`config.mk`:
```
export PLATFORM = sky130hd
export DESIGN_NAME = clint_timer
export DESIGN_NICKNAME = d
export VERILOG_FILES = /design/src/rtl/clint_timer.sv
export SDC_FILE = /design/constraint.sdc
export NUM_CORES = 1
export LEC_CHECK = 0
export BUFFER_PORTS_ARGS = -buffer_cell sky130_fd_sc_hd__buf_4
export CAP_MARGIN = 20
export CORE_UTILIZATION = 55
export CTS_BUF_LIST = sky130_fd_sc_hd__clkbuf_4 sky130_fd_sc_hd__clkbuf_8
export DETAILED_ROUTE_END_ITERATION = 10
export PLACE_DENSITY = 0.87
export SETUP_SLACK_MARGIN = 0.5
export SYNTH_ARGS = -nofsm -noshare
export SYNTH_HDL_FRONTEND = slang
export SYNTH_SLANG_ARGS = --single-unit
```
`constraint.sdc`:
```
create_clock -name CLK -period 7.4 [get_ports CLK]
set_input_delay 1.11 -clock CLK [delete_from_list [all_inputs] [get_ports CLK]]
set_output_delay 1.11 -clock CLK [all_outputs]
set_load 0.02 [all_outputs]
```
`src/rtl/clint_timer.sv`:
```
`default_nettype none
// ============================================================================
// Module      : clint_timer
// Description : Core-local interruptor timer block. Provides a 64-bit mtime
//               counter, one 64-bit mtimecmp and one msip bit per hart, a
//               two-state register-bus responder, and per-hart timer/software
//               interrupt levels with single-cycle falling-edge pulses.
//               Optional macro CLINT_PRESCALER_EN: when defined, mtime
//               advances once every PRESCALE clocks; otherwise every clock.
// Revision    : 1.0 - initial release
// ============================================================================
module clint_timer #(
    parameter int NUM_HARTS = 1,
    parameter int PRESCALE  = 1
) (
    input  logic                 CLK,
    input  logic                 RST,
    input  logic [15:0]          addr,
    input  logic                 ren,
    input  logic                 wen,
    input  logic [31:0]          wdata,
    output logic [31:0]          rdata,
    output logic                 busy,
    output logic                 error,
    output logic [63:0]          mtime,
    output logic [NUM_HARTS-1:0] timer_int,
    output logic [NUM_HARTS-1:0] soft_int,
    output logic [NUM_HARTS-1:0] timer_int_clear,
    output logic [NUM_HARTS-1:0] soft_int_clear
);

    // Bus FSM encoding
    localparam logic [0:0] S_IDLE = 1'b0;
    localparam logic [0:0] S_RESP = 1'b1;

    // mtime lives at 0xBFF8/0xBFFC, i.e. 64-bit word index 0x17FF
    localparam logic [12:0] c_MTIME_DWORD = 13'h17FF;

    logic [0:0]           r_state;
    logic [0:0]           w_state_next;
    logic [31:0]          r_rdata;
    logic                 r_error;
    logic [63:0]          r_mtime;
    logic [63:0]          r_mtimecmp [NUM_HARTS];
    logic [NUM_HARTS-1:0] r_msip;
    logic [NUM_HARTS-1:0] r_soft_clr;
    logic [NUM_HARTS-1:0] r_timer_int;
    logic [NUM_HARTS-1:0] r_timer_clr;

    logic [NUM_HARTS-1:0] w_msip_sel;
    logic [NUM_HARTS-1:0] w_cmp_sel;
    logic [NUM_HARTS-1:0] w_cmp_hit;
    logic                 w_mtime_sel;
    logic                 w_mapped;
    logic                 w_capture;
    logic                 w_wr;
    logic                 w_mtime_wr;
    logic [31:0]          w_rd_val;
    logic                 w_tick;
    logic [1:0]           w_unused_addr;

    // Byte-lane bits carry no meaning: every register is a 32-bit word
    assign w_unused_addr = addr[1:0];

    // ------------------------------------------------------------------
    // Address decode
    // ------------------------------------------------------------------
    for (genvar h = 0; h < NUM_HARTS; h++) begin : g_hart_decode
        assign w_msip_sel[h] = (addr[15:14] == 2'b00) && (addr[13:2] == 12'(h));
        assign w_cmp_sel[h]  = (addr[15:14] == 2'b01) && (addr[13:3] == 11'(h));
        assign w_cmp_hit[h]  = (r_mtime >= r_mtimecmp[h]);
    end

    assign w_mtime_sel = (addr[15:3] == c_MTIME_DWORD);
    assign w_mapped    = (|w_msip_sel) || (|w_cmp_sel) || w_mtime_sel;

    // A request is taken on the IDLE->RESP edge; writes to holes are dropped
    assign w_capture  = (r_state == S_IDLE) && (ren || wen);
    assign w_wr       = w_capture && wen && w_mapped;
    assign w_mtime_wr = w_wr && w_mtime_sel;

    // Read mux over pre-write register values
    always_comb begin
        w_rd_val = '0;
        for (int h = 0; h < NUM_HARTS; h++) begin
            if (w_msip_sel[h]) begin
                w_rd_val = {31'b0, r_msip[h]};
            end
            if (w_cmp_sel[h]) begin
                w_rd_val = addr[2] ? r_mtimecmp[h][63:32] : r_mtimecmp[h][31:0];
            end
        end
        if (w_mtime_sel) begin
            w_rd_val = addr[2] ? r_mtime[63:32] : r_mtime[31:0];
        end
    end

    // ------------------------------------------------------------------
    // Bus FSM
    // ------------------------------------------------------------------

    // State register
    always_ff @(posedge CLK) begin
        if (RST) begin
            r_state <= S_IDLE;
        end else begin
            r_state <= w_state_next;
        end
    end

    // Next-state logic: every accepted request gets exactly one RESP cycle
    always_comb begin
        w_state_next = r_state;
        case (r_state)
            S_IDLE:  if (ren || wen) w_state_next = S_RESP;
            S_RESP:  w_state_next = S_IDLE;
            default: w_state_next = S_IDLE;
        endcase
    end

    // Outputs: busy while a request waits in IDLE, response shown only in RESP;
    // a reset landing in RESP suppresses the response so the access is abandoned
    always_comb begin
        busy  = 1'b0;
        rdata = '0;
        error = 1'b0;
        if (r_state == S_IDLE) begin
            busy = ren || wen;
        end else if (!RST) begin
            rdata = r_rdata;
            error = r_error;
        end
    end

    // Response capture; combined read+write returns the pre-write value
    always_ff @(posedge CLK) begin
        if (RST) begin
            r_rdata <= '0;
            r_error <= 1'b0;
        end else if (w_capture) begin
            r_error <= !w_mapped;
            r_rdata <= (ren && w_mapped) ? w_rd_val : 32'd0;
        end
    end

    // ------------------------------------------------------------------
    // Tick generation
    // ------------------------------------------------------------------
`ifdef CLINT_PRESCALER_EN
    localparam logic [7:0] c_PRESC_LAST = 8'(PRESCALE - 1);

    logic [7:0] r_presc;

    assign w_tick = (r_presc == c_PRESC_LAST);

    // Prescale counter; restarts whenever software rewrites mtime
    always_ff @(posedge CLK) begin
        if (RST) begin
            r_presc <= '0;
        end else if (w_mtime_wr || w_tick) begin
            r_presc <= '0;
        end else begin
            r_presc <= r_presc + 8'd1;
        end
    end
`else
    logic [7:0] w_unused_prescale;

    assign w_unused_prescale = 8'(PRESCALE);
    assign w_tick            = 1'b1;
`endif

    // ------------------------------------------------------------------
    // Timer state
    // ------------------------------------------------------------------

    // mtime: a bus write wins over the tick, touching only the addressed half
    always_ff @(posedge CLK) begin
        if (RST) begin
            r_mtime <= '0;
        end else if (w_mtime_wr) begin
            if (addr[2]) begin
                r_mtime[63:32] <= wdata;
            end else begin
                r_mtime[31:0] <= wdata;
            end
        end else if (w_tick) begin
            r_mtime <= r_mtime + 64'd1;
        end
    end

    // Per-hart compare registers
    always_ff @(posedge CLK) begin
        if (RST) begin
            for (int h = 0; h < NUM_HARTS; h++) begin
                r_mtimecmp[h] <= '1;
            end
        end else begin
            for (int h = 0; h < NUM_HARTS; h++) begin
                if (w_wr && w_cmp_sel[h]) begin
                    if (addr[2]) begin
                        r_mtimecmp[h][63:32] <= wdata;
                    end else begin
                        r_mtimecmp[h][31:0] <= wdata;
                    end
                end
            end
        end
    end

    // Software interrupt bits and their 1->0 pulses
    always_ff @(posedge CLK) begin
        if (RST) begin
            r_msip     <= '0;
            r_soft_clr <= '0;
        end else begin
            for (int h = 0; h < NUM_HARTS; h++) begin
                r_soft_clr[h] <= 1'b0;
                if (w_wr && w_msip_sel[h]) begin
                    r_msip[h]     <= wdata[0];
                    r_soft_clr[h] <= r_msip[h] & ~wdata[0];
                end
            end
        end
    end

    // Timer interrupt levels from registered compare, plus falling-edge pulses
    always_ff @(posedge CLK) begin
        if (RST) begin
            r_timer_int <= '0;
            r_timer_clr <= '0;
        end else begin
            r_timer_int <= w_cmp_hit;
            r_timer_clr <= r_timer_int & ~w_cmp_hit;
        end
    end

    assign mtime           = r_mtime;
    assign timer_int       = r_timer_int;
    assign soft_int        = r_msip;
    assign timer_int_clear = r_timer_clr;
    assign soft_int_clear  = r_soft_clr;

endmodule
`default_nettype wire

```
==> results of run 1 <==
==> flip-flops by register name (all words and copies together), names as in the netlist <==
register / count
mtime: 64
r_error: 1
r_mtimecmp: 64
r_rdata: 32
r_state: 1
soft_int: 1
soft_int_clear: 1
timer_int: 1
timer_int_clear: 1
==> synth_stat cells, types with 31 or more instances <==
library cell	instances	area, um^2
nand3_1	37	185
ha_1	65	813
nand4_1	46	288
a22o_1	31	272
nor2_1	45	169
and2_1	41	257
a21oi_1	63	315
nand2_1	93	349
clkbuf_1	49	184
inv_1	108	405
o21ai_0	92	460
dfxtp_1	102	2040
edfxtp_1	64	1920
==> power breakdown <==
group | internal (mW) | switching (mW)
registers | 0.949 | 0.00446
logic | 0.0367 | 0.0709
clock network | 0.410 | 0.376
total | 1.40 | 0.452
==> worst reg2reg max path, delay by kind of cell, from the launching register on <==
kind / cells / cell delay, ns
simple gates: 5 / 2.59
flops: 1 / 0.50
compound gates: 1 / 0.17
==> path summary, 6_finish.rpt <==
path,slack [ns],to
hold reg to reg,0.48,r_error$_SDFFE_PP0P_
setup reg to reg,4.08,mtime[50]$_SDFFE_PP0P_
hold / removal,0.48,r_error$_SDFFE_PP0P_
setup / recovery,3.85,mtime[5]$_SDFFE_PP0P_
==> stage by stage <==
step | power (mW) | instance area (um^2)
global placement | 1.08 | 11300
floorplan | 1.02 | 10000
detailed placement | 1.08 | 11300
CTS | 1.84 | 11800
finish | 1.85 | 11900
global route | 1.89 | 11900
==> per-layer routing <==
layer	vias up	global-route usage (%)
li1	4316	-
met1	4613	43.5
met2	677	53.6
met3	103	5.89
met4	0	17.5
met5	-	0
==> layout make-up <==
class	count	area share, %
Sequential cell	166	33.4
Inverter	108	3.42
Clock buffer	17	1.97
Clock inverter	15	1.99
Tap cell	229	2.41
Multi-Input combinational cell	751	46.1
Timing Repair Buffer	164	10.7
==> logic make-up after synthesis <==
| kind of cell | count (synthesis) | synth area share (%) |
|---|---|---|
| compound gates | 293 | 18.7 |
| xor+xnor | 6 | 0.524 |
| fa+ha+maj | 65 | 8.11 |
| buf+inv | 170 | 6.60 |
| flops | 166 | 39.5 |
| mux | 38 | 7.75 |
| simple gates | 349 | 18.7 |
==> reports/metrics.yaml, run 1 <==
dp_hpwl_mm: 21.4
multiInputGateArea_um2: 5470
cts_root_buf: "clkbuf_8"
maxSlewViolCount: 0
num_vias: 9709
ir_worst_vdd_v: 0.000127
final_cell_mix: "buf_4, inv_1, dfxtp_1, nand2_1, o21ai_0"
die_w_um: 137
hp-class: "reg -> reg"
timing.hold.worst.start: "r_error$_SDFFE_PP0P_"
synth_flop_cell: "dfxtp_1"
path_clk_slew_ns: 0.10
vias_per_cell: 6.70
syn_avg_cell_area_um2: 9.22
drt-initial-drc-count: 1228
dp_cells: 1415
crit_family: "simple AND/OR/NAND/NOR gates"
syn_area_um2: 10000
met3_length_mm: 3.32
status: "complete, no violations"
avgRoutedWirePerCell_um: 21.4
dp_slack_ns: 2.92
slew_headroom_pct: 37.1
numCtsBuffers: 17
p_per_area_nw_per_um2: 156
synthCells: 1087
cap_violations: 0
wl_mm: 31.1
drive_gt1_share_pct: 20.7
antenna_found_initial: 0
ant_nets: 0
portBuffers: 151
crit_start: "addr[6]"
final_common_cell: "buf_4"
hold_viol: 0
area_delta_synth_final_pct: 18.4
coreArea_um2: 17900
grt_max_degree: 65
setup_ws_ns: 3.85
endpoint_kind: "register"
synth-edff-count: 64
clock-sinks: 166
start_util_pct: 56.0
path_max_fanout: 37
insertion_delay_ns: 0.49
finClkSkew_ns: 0.00960
cts_tree: "done"
rsz0062_at_grt: "false"
ctsResizeCount: 0
tns_ns: 0
grt_pass1_vias: 8886
post_cts_buffers: 0
die_area_um2: 18800
synth-seq-area-share_pct: 39.5
setup_viol: 0
arrival_ns: 3.89
firstDrtPassIters: 8
slowest_delay_ns: 0.66
yosysUniqueCellTypes: 64
syn_nets: 1204
ctsHtreeMaxLevel: 4
grt_pass1_wl_mm: 47.5
final_cells: 1450
worst_pin_slew_ns: 0.941
rows: 49
regArea_um2: 3960
dieHeight_um: 137
final_util_pct: 66.3
cts_buffer_depth: 2
top_layer: "met4"
worstPathRequired_ns: 7.74
period_share_pct: 47.9
crit_type: "in -> reg"
grtUsageTotal_pct: 33.5
cp-start-kind: "input pin"
place_congestion: 1.01
fin_crit_ns: 3.55
cts_hold_buf: 0
fmax_mhz: 282
path_buf_inv: 3
async_reset_ff_share_pct: 0
overflow: 0
cp_common_cell: "buf_4"
routed-wl-met2_mm: 14.7
wl_met1_mm: 11.8
p_leak_nw: 5.10
fillerInstances: 1377
ys_ff_latch: 166
crit_chain: "buf_4, nand4_1, or4_2, buf_4, nor2_4, buf_16, nand2_1, o311ai_0, a21oi_1"
nets: 1325
antennaDiodeCount: 0
drc: 0
ioPinCount: 154
ys_warn_count: 0
ff2ff_path_depth: 6
whs_path_depth: 2
fin_hold_ws_ns: 0.475
rr_startpoint: "mtime[22]$_SDFFE_PP0P_"
crit_cells: 9
cpMaxStageDelayCell: "or4_2"
No activity file was read; power rests on OpenSTA's default activity.
==> run 2, diff against run 1 <==
==> constraint.sdc (replaced) <==
create_clock -name CLK -period 3.4 [get_ports CLK]
set_input_delay 0.51 -clock CLK [delete_from_list [all_inputs] [get_ports CLK]]
set_output_delay 0.51 -clock CLK [all_outputs]
set_load 0.02 [all_outputs]
==> reports/metrics.yaml, run 2 (same netlist as run 1, synthesis figures left out) <==
cts_buffer_depth: 2  # unchanged
num_vias: 9749  # was 9709
drive_gt1_share_pct: 22.2  # was 20.7%
final_common_cell: "buf_4"  # unchanged
multiInputGateArea_um2: 5480  # was 5470 um^2
place_congestion: 0.969  # was 1.01
nets: 1348  # was 1325
cap_violations: 0  # unchanged
crit_end: "mtime[56]$_SDFFE_PP0P_"  # was mtime[5]$_SDFFE_PP0P_
fin_hold_ws_ns: 0.237  # was 0.475 ns
grt_max_degree: 65  # unchanged
ioPinCount: 154  # unchanged
swShare_pct: 24.7  # was 24.4%
tns_ns: 0  # unchanged
overflow: 0  # unchanged
die_w_um: 137  # unchanged
p_per_area_nw_per_um2: 315  # was 156 nW/um^2
final_util_pct: 66.7  # was 66.3%
grtUsageTotal_pct: 34.2  # was 33.5%
dieHeight_um: 137  # unchanged
p_seq_share_pct: 55.0  # was 51.6%
maxSlewViolCount: 0  # unchanged
period_share_pct: 82.1
fmax_mhz: 358
p_leak_nw: 5.18  # was 5.10 nW
antennaDiodeCount: 0  # unchanged
rsz0062_at_grt: "true"  # was false
fillerInstances: 1340  # was 1377
antenna_found_initial: 0  # unchanged
final_cells: 1473  # was 1450
insertion_delay_ns: 0.49  # about the same
power_frac_clock_pct: 38.6  # was 42.6%
hold_viol: 0  # unchanged
setup_viol: 0  # unchanged
arrival_ns: 3.22  # was 3.89 ns
avgRoutedWirePerCell_um: 21.1  # was 21.4 um
clock-sinks: 166  # unchanged
worst-r2r-setup-slack_ns: 0.61  # was 4.08 ns
worstPathRequired_ns: 3.83  # was 7.74 ns
vias_per_cell: 6.62  # was 6.70
die_area_um2: 18800  # unchanged
ant_nets: 0  # unchanged
start_util_pct: 56.0  # unchanged
grt_pass1_vias: 9239  # was 8886
hp-class: "in -> reg"  # was reg -> reg
rr_startpoint: "mtime[9]$_SDFFE_PP0P_"  # was mtime[22]$_SDFFE_PP0P_
rows: 49  # unchanged
ir_worst_vdd_v: 0.000258  # was 0.000127 V
dp_cells: 1435  # was 1415
status: "complete, no violations"  # unchanged
switchingPower_mw: 0.931  # was 0.452 mW
cp-start-kind: "register"  # was input pin
grt_pass1_wl_mm: 48.5  # was 47.5 mm
whs_path_depth: 2  # unchanged
path_clk_slew_ns: 0.09  # was 0.10 ns
finClkSkew_ns: 0.0128  # was 0.00960 ns
path_max_fanout: 10  # was 37
fin_crit_ns: 2.79
ctsHtreeMaxLevel: 4  # unchanged
ff2ff_path_depth: 6  # unchanged
crit_type: "reg -> reg"  # was in -> reg
area_delta_synth_final_pct: 19.1  # was 18.4%
final_cell_mix: "buf_4, inv_1, dfxtp_1, nand2_1, o21ai_0"  # unchanged
cts_hold_buf: 0  # unchanged
numCtsBuffers: 17  # unchanged
worst_pin_slew_ns: 0.761  # was 0.941 ns
endpoint_kind: "register"  # unchanged
r2r-end: "mtime[56]$_SDFFE_PP0P_"  # was mtime[50]$_SDFFE_PP0P_
coreArea_um2: 17900  # unchanged
cts_root_buf: "clkbuf_8"  # unchanged
wl_mm: 31.1  # about the same
regArea_um2: 3960  # unchanged
setup_ws_ns: 0.607  # was 3.85 ns
cts_tree: "done"  # unchanged
drt-initial-drc-count: 1338  # was 1228
slew_headroom_pct: 48.9  # was 37.1%
internal_power_mw: 2.84  # was 1.40 mW
firstDrtPassIters: 7  # was 8
dp_slack_ns: 0.437  # was 2.92 ns
dp_hpwl_mm: 22.3  # was 21.4 mm
drc: 0  # unchanged
portBuffers: 151  # unchanged
crit_start: "mtime[9]$_SDFFE_PP0P_"  # was addr[6]
combinationalPowerShare_pct: 6.4  # was 5.8%
## run 2: cell types whose count changed in the layout (fill, tap and decap cells not counted), moves of 2 or more
cell,previous run,this run
inv_6,8,2
buf_4,161,186
nor4_1,12,10
nor4_2,0,2
clkbuf_4,0,2
bufinv_16,5,2
clkinv_1,0,3
clkinv_4,1,3
## run 2: critical path, stage by stage, from the launching register on
cell and delay, ns:
dfxtp_1 0.59, nand4_1 0.25, or4_4 0.57, nor4_4 0.68, nand4_1 0.27, xor2_1 0.21
a21oi_1 0.16
## run 2: cell type report
class,instances,share of cell area (%)
flip-flops and latches,166,33.2
clock inverters,12,1.07
multi-input cells,751,45.9
well taps,229,2.40
inverters,108,3.39
repair buffers,187,11.9
clock buffers,20,2.20
## run 2: worst min-delay path by stage
stage	startpoint	to	slack, ns
6_report	wdata[0]	soft_int_clear$_SDFF_PP0_	0.24
5_1_grt	wdata[0]	soft_int_clear$_SDFF_PP0_	0.24
4_1_cts	wdata[0]	soft_int_clear$_SDFF_PP0_	0.22
3_5_place_dp	r_error$_SDFFE_PP0P_	r_error$_SDFFE_PP0P_	0.45
3_3_place_gp	r_error$_SDFFE_PP0P_	r_error$_SDFFE_PP0P_	0.44
2_1_floorplan	r_error$_SDFFE_PP0P_	r_error$_SDFFE_PP0P_	0.43
## run 2: metal layers
layer | routed length (um) | up-vias | share of wire [%] | GRT usage (%)
met5 | 0 | - | 0 | 0
met4 | 1130 | 0 | 3.6 | 16.5
met3 | 3100 | 101 | 10 | 5.63
met2 | 14800 | 629 | 48 | 55.1
met1 | 12100 | 4647 | 39 | 44.7
li1 | - | 4372 | - | -
## run 2: power by group through the flow
| stage | Combinational, mW | Sequential, mW | Clock [mW] |
|---|---|---|---|
| finish | 0.239 | 2.07 | 1.46 |
| global placement | 0.231 | 2.12 | 0 |
| detailed placement | 0.236 | 2.12 | 0 |
| floorplan | 0.111 | 2.12 | 0 |
| CTS | 0.237 | 2.07 | 1.46 |
| global route | 0.257 | 2.07 | 1.52 |
## run 2: repair_timing
| action | in CTS | in global routing |
|---|---|---|
| gates resized for setup | 0 | 3 |
| hold endpoints to repair | 0 | 0 |
| setup endpoints to repair | 1 | 12 |
| setup buffers | 4 | 2 |
| pin swaps | 1 | 1 |
## run 2: stage by stage
stage	cell area (um^2)	total power, mW
after global placement	11500	2.35
after floorplan	10100	2.23
after global routing	11900	3.86
after CTS	11900	3.77
after detailed placement	11500	2.36
final	11900	3.77
